$ cat src/rtl/bcd_pkg.sv
// Shared constants, FSM state type and digit validity helper for the
// two-digit BCD to binary converter.
package bcd_pkg;

  localparam int DIGITS = 2;
  localparam int BIN_W  = 7;
  localparam int ITER   = 7;
  localparam int NIB_W  = 4;
  localparam int WORK_W = DIGITS * NIB_W + BIN_W;
  localparam int CNT_W  = $clog2(ITER + 1);

  typedef enum logic [1:0] {
    IDLE,
    SHIFT,
    DONE
  } state_t;

  // True when every nibble of the packed BCD word is a legal decimal digit.
  function automatic logic bcd_digits_valid(input logic [DIGITS*NIB_W-1:0] sw);
    logic ok;
    ok = 1'b1;
    for (int i = 0; i < DIGITS; i++) begin
      if (sw[i*NIB_W +: NIB_W] > 4'd9) ok = 1'b0;
    end
    return ok;
  endfunction

endpackage

$ cat src/rtl/bcd_binary_2_digits_if.sv
// Request/result bundle of the BCD to binary converter. The err signal is
// present only when BCD_BIN_ERR_CHECK_EN is defined.
interface bcd_binary_2_digits_if;
  import bcd_pkg::*;

  logic [0:DIGITS*NIB_W-1] SW;
  logic                    start;
  logic [0:BIN_W-1]        bin;
  logic                    busy;
  logic                    done;
`ifdef BCD_BIN_ERR_CHECK_EN
  logic                    err;

  modport master (output SW, start, input bin, busy, done, err);
  modport slave  (input SW, start, output bin, busy, done, err);
`else
  modport master (output SW, start, input bin, busy, done);
  modport slave  (input SW, start, output bin, busy, done);
`endif

endinterface

$ cat src/rtl/bcd_digit_adjust.sv
// Reverse double-dabble correction for one BCD nibble: after the right
// shift, a digit of 8 or more has received a carried-in half (weight 8 that
// should be 5), so 3 is removed.
module bcd_digit_adjust
  import bcd_pkg::*;
(
  input  logic [NIB_W-1:0] d,
  output logic [NIB_W-1:0] q
);

  // Subtract 3 from nibbles >= 8, pass others unchanged.
  always_comb begin
    q = d;
    if (d >= 4'd8) q = d - 4'd3;
  end

endmodule

$ cat src/rtl/bcd_binary_2_digits.sv
// Sequential two-digit BCD to 7-bit binary converter using reverse
// double-dabble, one shift/correct iteration per clock.
// Optional feature macro: BCD_BIN_ERR_CHECK_EN (reject non-decimal nibbles
// with a one-cycle err pulse instead of converting them).
module bcd_binary_2_digits
  import bcd_pkg::*;
(
  input logic                  CLOCK_50,
  input logic                  RESET,
  bcd_binary_2_digits_if.slave bus
);

  state_t              state;
  state_t              state_n;
  logic [WORK_W-1:0]   work;
  logic [WORK_W-1:0]   shifted;
  logic [WORK_W-1:0]   adjusted;
  logic [CNT_W-1:0]    cnt;
  logic [BIN_W-1:0]    bin_q;
  logic                accept;
  logic                last_iter;

`ifdef BCD_BIN_ERR_CHECK_EN
  logic                in_ok;
  logic                err_q;

  assign in_ok  = bcd_digits_valid(bus.SW);
  assign accept = bus.start && in_ok;
  assign bus.err = err_q;
`else
  assign accept = bus.start;
`endif

  // Work register layout: {tens, units, binary}; the binary field fills
  // from the top as the BCD value drains out of the nibbles.
  assign shifted = work >> 1;
  assign adjusted[BIN_W-1:0] = shifted[BIN_W-1:0];

  for (genvar g = 0; g < DIGITS; g++) begin : g_adj
    bcd_digit_adjust u_adj (
      .d (shifted [BIN_W + g*NIB_W +: NIB_W]),
      .q (adjusted[BIN_W + g*NIB_W +: NIB_W])
    );
  end

  assign last_iter = (cnt == CNT_W'(ITER - 1));

  // State register.
  always_ff @(posedge CLOCK_50 or posedge RESET) begin
    if (RESET) state <= IDLE;
    else       state <= state_n;
  end

  // Next-state logic: load on accepted start, seven shifts, one DONE cycle.
  always_comb begin
    state_n = state;
    unique case (state)
      IDLE:    if (accept)    state_n = SHIFT;
      SHIFT:   if (last_iter) state_n = DONE;
      DONE:                   state_n = IDLE;
      default:                state_n = IDLE;
    endcase
  end

  // Work register, iteration counter, result and error pulse.
  always_ff @(posedge CLOCK_50 or posedge RESET) begin
    if (RESET) begin
      work  <= '0;
      cnt   <= '0;
      bin_q <= '0;
`ifdef BCD_BIN_ERR_CHECK_EN
      err_q <= 1'b0;
`endif
    end else begin
`ifdef BCD_BIN_ERR_CHECK_EN
      err_q <= (state == IDLE) && bus.start && !in_ok;
`endif
      case (state)
        IDLE: begin
          if (accept) begin
            work <= {bus.SW, {BIN_W{1'b0}}};
            cnt  <= '0;
          end
        end
        SHIFT: begin
          work <= adjusted;
          cnt  <= cnt + 1'b1;
          if (last_iter) bin_q <= adjusted[BIN_W-1:0];
        end
        default: ;
      endcase
    end
  end

  assign bus.busy = (state == SHIFT);
  assign bus.done = (state == DONE);
  assign bus.bin  = bin_q;

endmodule
$ cat src/flat_wrapper.sv
// flat-port wrapper written by rule: the top's interface ports become plain ports
module bcd_binary_2_digits_flat import bcd_pkg::*;
  (CLOCK_50, RESET, bus_SW, bus_start, bus_bin, bus_busy, bus_done);
  bcd_binary_2_digits_if bus_i ();
  input logic CLOCK_50;
  input logic RESET;
  input wire logic [$bits(bus_i.SW)-1:0] bus_SW;
  input wire logic [$bits(bus_i.start)-1:0] bus_start;
  output wire logic [$bits(bus_i.bin)-1:0] bus_bin;
  output wire logic [$bits(bus_i.busy)-1:0] bus_busy;
  output wire logic [$bits(bus_i.done)-1:0] bus_done;
  assign bus_i.SW = bus_SW;
  assign bus_i.start = bus_start;
  assign bus_bin = bus_i.bin;
  assign bus_busy = bus_i.busy;
  assign bus_done = bus_i.done;
  bcd_binary_2_digits u_core (.CLOCK_50(CLOCK_50), .RESET(RESET), .bus(bus_i));
endmodule
$ cat config.mk
export PLATFORM = sky130hd
export DESIGN_NAME = bcd_binary_2_digits_flat
export DESIGN_NICKNAME = d
export VERILOG_FILES = /design/src/rtl/bcd_pkg.sv /design/src/rtl/bcd_binary_2_digits_if.sv /design/src/rtl/bcd_digit_adjust.sv /design/src/rtl/bcd_binary_2_digits.sv /design/src/flat_wrapper.sv
export SDC_FILE = /design/constraint.sdc
export NUM_CORES = 1
export LEC_CHECK = 0
export CORE_MARGIN = 3
export CORE_UTILIZATION = 25
export DETAILED_ROUTE_END_ITERATION = 8
export PLACE_DENSITY = 0.43
export SLEW_MARGIN = 5
export SYNTH_ARGS = -nofsm -noshare
export SYNTH_HDL_FRONTEND = slang
export SYNTH_HIERARCHICAL = 1
export SYNTH_SLANG_ARGS = --single-unit
$ cat constraint.sdc
create_clock -name CLOCK_50 -period 1.75 [get_ports CLOCK_50]
set_input_delay 0.35 -clock CLOCK_50 [delete_from_list [all_inputs] [get_ports CLOCK_50]]
set_output_delay 0.35 -clock CLOCK_50 [all_outputs]
set_load 0.005 [all_outputs]
## Word-level counts from Yosys, hierarchy flattened

Cells that the tools add are included.

| storage, ports and cells | value |
|---|---|
| memories kept | 0 |
| logic and storage cells | 28 |
| register bits after elaboration | 27 |
| bits in latches | 0 |
| bits in writable memories | 0 |
| ROM bits | 0 |

| cells by class | value |
|---|---|
| shifts and indexed selects | 0 |
| div/mod/pow operators | 0 |
| order comparisons | 2 |
| bitwise logic cells | 0 |
| multiply operators | 0 |
| mux-type cells | 9 |
| reductions and logical operators | 5 |
| equal/unequal tests | 5 |
| $add $sub $neg | 3 |

Operator list:

| operator | number |
|---|---|
| 15-bit case mux with 2 select lines | 1 |
| 15-bit two-way mux | 1 |
| 4-bit two-way mux | 2 |
| 3-bit case mux with 2 select lines | 1 |
| 2-bit AND reduction | 3 |
| 3-bit by 4-bit >= comparator with 1-bit output, second input constant | 1 |
| 4-bit >= comparator, second input constant | 1 |
| 2-bit two-way mux | 2 |
| 2-bit case mux with 2 select lines | 1 |
| 3-bit by 2-bit subtractor with 4-bit output, second input constant | 1 |
| 4-bit by 2-bit subtractor with 4-bit output, second input constant | 1 |
| 3-bit by 1-bit adder with 3-bit output, second input constant | 1 |
| 3-bit equality test, second input constant | 1 |
| 3-bit two-way mux | 1 |
| 2-bit by 1-bit equality test with 1-bit output, second input constant | 1 |
| 2-bit equality test, second input constant | 1 |
| 2-bit logical NOT | 1 |
| 2-bit by 1-bit != test with 1-bit output, second input constant | 1 |
| 2-bit != test, second input constant | 1 |
| 2-bit nonzero test | 1 |

## Longest topological paths before layout

| depth | value |
|---|---|
| word-level depth | 3 |
| gate-level depth with buffers | 7 |

## Hierarchy

The synthesis kept the hierarchy.

Modules (own cells, without submodules):

| module | cells an instance | times used | area each (um^2) |
|---|---|---|---|
| bcd_binary_2_digits | 88 | 1 | 1,142.3 |
| bcd_digit_adjust | 11 | 2 | 76.3 |

## Worst setup path after synthesis

Ideal clock, no wire load.

| timing path | value |
|---|---|
| kind | reg2reg |
| start | reg u_core.work[8] |
| end | reg u_core.work[9] |
| library setup time | 123 ps |
| buffers on the path | 0 |
| path slack | 508 ps |
| data arrival time | 1,120 ps |
| required time | 1,627 ps |
| stages on the path, launching flop included | 5 |
| cell sequence | dfrtp_1 -> ha_1 -> nand2b_1 -> xnor2_1 -> o221a_2 |

| on the way | value |
|---|---|
| cells in the longest elaborated chain, start to end | 3 |
| elaborated cells between the ends (all ways) | 4 |
| classes of those cells | 1 x add/sub; 1 x order compare; 2 x mux |

Ends and longest elaborated chain:

| item | RTL line | RTL |
|---|---|---|
| start: declaration | bcd_binary_2_digits.sv:15 | `logic [WORK_W-1:0] work;` |
| start signal: assignment | bcd_binary_2_digits.sv:81 | `work <= {bus.SW, {BIN_W{1'b0}}};` |
| start signal: assignment | bcd_binary_2_digits.sv:86 | `work <= adjusted;` |
| 4-bit by 2-bit subtractor with 4-bit output / 4-bit >= comparator (equally long branches) | bcd_digit_adjust.sv:14 | `if (d >= 4'd8) q = d - 4'd3;` |
| 4-bit two-way mux (*) | bcd_digit_adjust.sv:14 |  |
| named net u_core.adjusted[9] | bcd_binary_2_digits.sv:17 | `logic [WORK_W-1:0] adjusted;` |
| 15-bit case mux with 2 select lines (*) | bcd_binary_2_digits.sv:78 | `case (state)` |

Mark *: on every way through the listed nets, which the timed path passes. The rest lies on a longest branch.
A chain may end at the register's enable or synchronous reset.

## Worst setup path in the final report

| timing path | value |
|---|---|
| start | reg u_core.bin_q[6] (netlist: u_core/bus.bin[0]) |
| end | out bus_bin[6] |

RTL lines:

| item | RTL line | RTL |
|---|---|---|
| start: declaration | bcd_binary_2_digits.sv:19 | `logic [BIN_W-1:0] bin_q;` |
| start signal: assignment | bcd_binary_2_digits.sv:88 | `if (last_iter) bin_q <= adjusted[BIN_W-1:0];` |
| end: declaration | flat_wrapper.sv:9 | `output wire logic [$bits(bus_i.bin)-1:0] bus_bin;` |

No word-level cell between the ends.

==> results by group <==
Outcome
  – Outcome: finished, final reports clean

Drt
  – Final wirelength: about 2.6 mm
  – Routed via count: 889
  – Initial DRC count: 57
  – First-pass iteration count of the detailed router: 2
  – Antenna viol nets, final: 0
  – DRC Markers: 0
  – Per-cell routed wire length: 12.31 um
  – Vias per cell: 4.233

Layout
  – Nets: 161
  – Antenna Diode Count: 0
  – Fin cells: 210
  – Layout cells sized above 1: 20.28%
  – Area Growth Syn to Fin: 30.43%

CTS
  – CTS tree: yes
  – Clock Sinks: 26
  – Root Buffer: clkbuf_8
  – Clk pin slew, worst setup/hold paths: 0.09 ns
  – Cts hold-fix bufs: 0
  – Number of buffers created by CTS: 3
  – Clk_lat worst skew: 0.27 ns
  – CTS Buffer Depth: 2
  – Htree depth: 1

Yosys
  – Unique cell type count in the Yosys netlist: 30
  – Post-Synth Adder-Cell Area: under 10%
  – Async S/R FF share, synth: 100.0%
  – Post-synth EDFFs: 0
  – Multiplexer share of the synthesized area: 6.860%
  – Synth area leaders: dfrtp_1 50%, mux2_2 6.1%, ha_1 5.8%, a22o_1 4.7%, inv_1 2.9%
  – XOR/XNOR Fraction of Synth Area: 2.705%
  – Top post-synthesis cells by count: 26 x dfrtp_1, 10 x inv_1, 7 x a22o_1, 7 x mux2_2
  – Synth Area in Compound Gates: 16.23%
  – Combinational family with the most area after synthesis: compound AO/OA/AOI/OAI gates
  – Mapped Cells: 110
  – Simple-gate share of the synthesized area: 13.33%
  – Synth top area share: 50.24%
  – Number of synthesized register bits: 26
  – Synth Cell Area: 1295 um^2
  – Post-synth top area cell: dfrtp_1
  – Synth Warn #: 6
  – Ys flop type: dfrtp_1
  – Post-synthesis sequential area ratio: approximately half
  – Syn avg cell area: 11.77 um^2
  – Most frequent cell after synthesis: dfrtp_1

Timing
  – RSZ-0062 raised after global routing: false
  – Max frequency: just under 700 MHz
  – Fin. Hold Viols: 0
  – Final Skew: 0.005697 ns
  – Period Utilization, post-route: approximately 84%
  – Fin crit period: 1.475 ns
  – Max Slew Vio Count: 0
  – Setup TNS: 0 ns
  – # setup viols final: 0

Global routing
  – Initial antenna violation count: 0
  – Largest net degree at the start of global routing: 27
  – GRT Residual Overflow: 0
  – First-pass GRT wire length: 4.478 mm
  – Vias in the first global route: 915
  – GRT Util Overall: 9.328%

Critical path
  – Crit Path Class: flop to output pin
  – Critical path cell sequence: clkdlybuf4s50_1
  – Crit path buf inv count: 1
  – Worst setup EP type: output pin
  – Slowest stage delay, CP: 0.51 ns
  – CP max stage cell: clkdlybuf4s50_1
  – CP top delay family: buffers and inverters
  – CP Max Fanout: 2
  – CP Launch Type: flop
  – Required time of the worst setup path: 1.40 ns
  – Worst reg-to-reg setup slack: 0.36 ns
  – Critical path arrival: 1.12 ns

Floorplan
  – Boundary Pins: 20
  – Core area: between 4000 and 5000 um^2
  – Die width: 77.97 um
  – Initial Utilization: 26.71%
  – Die Y: 77.97 um
  – Die area: 6079 um^2
  – Row count: 25

Placement
  – Routability cong.: 0.7098
  – Placed instance count: between 200 and 250
  – Hpwl dp: 1.889 mm
  – Buffers added on ports: 19

Power and ir drop
  – Maximum VDD drop: 0.6687 mV
  – Pwr dens: 1677 nW/um^2
  – P_leak: approximately 0.00078 uW

Flow run
  – Max_cap viols: 0

Min path
  – Hold Crit Class: input pin to asynchronous set/reset pin
==> power by group <==
| part | switching (uW) | total [uW] | internal [uW] |
|---|---|---|---|
| Sequential | 262 | 1150 | 891 |
| Clock | 183 | 383 | 201 |
| Combinational | 536 | 1300 | 760 |
| Total | 980 | 2830 | 1850 |
==> final cells by class <==
| cell class | instances | area [um^2] |
|---|---|---|
| timing repair buffer | 27 | 251.5 |
| fill | 505 | 3159 |
| tap | 67 | 83.83 |
| sequential | 26 | 651.9 |
| multi-input combinational | 75 | 600.6 |
| inverter | 11 | 46.29 |
| clock buffer | 4 | 55.05 |
==> stage by stage <==
step                total power (uW)  hold slack (ns)  setup WS [ns]  util (%)  area [um^2]
floorplan                       1995           0.3900         0.5077         -         1310
global placement                2441           0.4910         0.1743     33.19         1609
detailed placement              2452           0.4945         0.1927     33.19         1609
CTS                             2882           0.4391       0.005450     34.63         1679
global route                    3104           0.4484         0.1977     34.84         1689
finish                          2832           0.4269         0.2753     34.84         1689
==> sequential cells by signal, summed over array words and instances (netlist names) <==
signal / cells
u_core/cnt: 3
u_core/bus.bin: 7
u_core/state: 2
u_core/work: 14
==> kinds of logic after synthesis <==
logic type	after synthesis
buf+inv	13
other cells	1
xor+xnor	4
compound gates	26
fa+ha+maj	6
simple gates	26
mux	8
flops	26
==> placed cells by master, fill, tap and decap left out, types with 3 or more instances in the layout <==
cell,n
conb_1,5
a22o_1,7
clkdlybuf4s50_1,17
ha_1,6
inv_1,10
o22a_1,3
clkbuf_8,4
nand2b_1,4
o21ai_0,4
o221a_2,3
buf_4,8
nand3b_1,5
dfrtp_1,25
nand2_1,6
mux2_2,7
a2bb2oi_1,3
nor2b_1,4
==> worst paths after layout <==
check                                        from                end  cells past startpoint
min in group CLOCK_50           u_core/bus.bin[4]  u_core/bus.bin[4]                      1
worst max register to register    u_core/state[1]      u_core/cnt[2]                      5
worst max-delay path            u_core/bus.bin[0]         bus_bin[6]                      1
max in group asynchronous                   RESET    u_core/state[0]                      3
worst min-delay path                        RESET    u_core/work[12]                      3
worst min register to register  u_core/bus.bin[4]  u_core/bus.bin[4]                      1
==> metal layers <==
| layer | GRT usage (%) | routed length, um |
|---|---|---|
| met4 | 1.049 | 9 |
| met3 | 3.364 | 105 |
| met5 | 0 | 0 |
| met1 | 13.09 | 1287 |
| met2 | 14.21 | 1184 |
==> what timing repair did <==
| item | 4_1_cts | 5_1_grt |
|---|---|---|
| endpoints found under the setup margin | 2 | 1 |
| setup buffers | 2 | 1 |
| gates resized for setup | 2 | 1 |
Power figures use the tool's default switching activity.
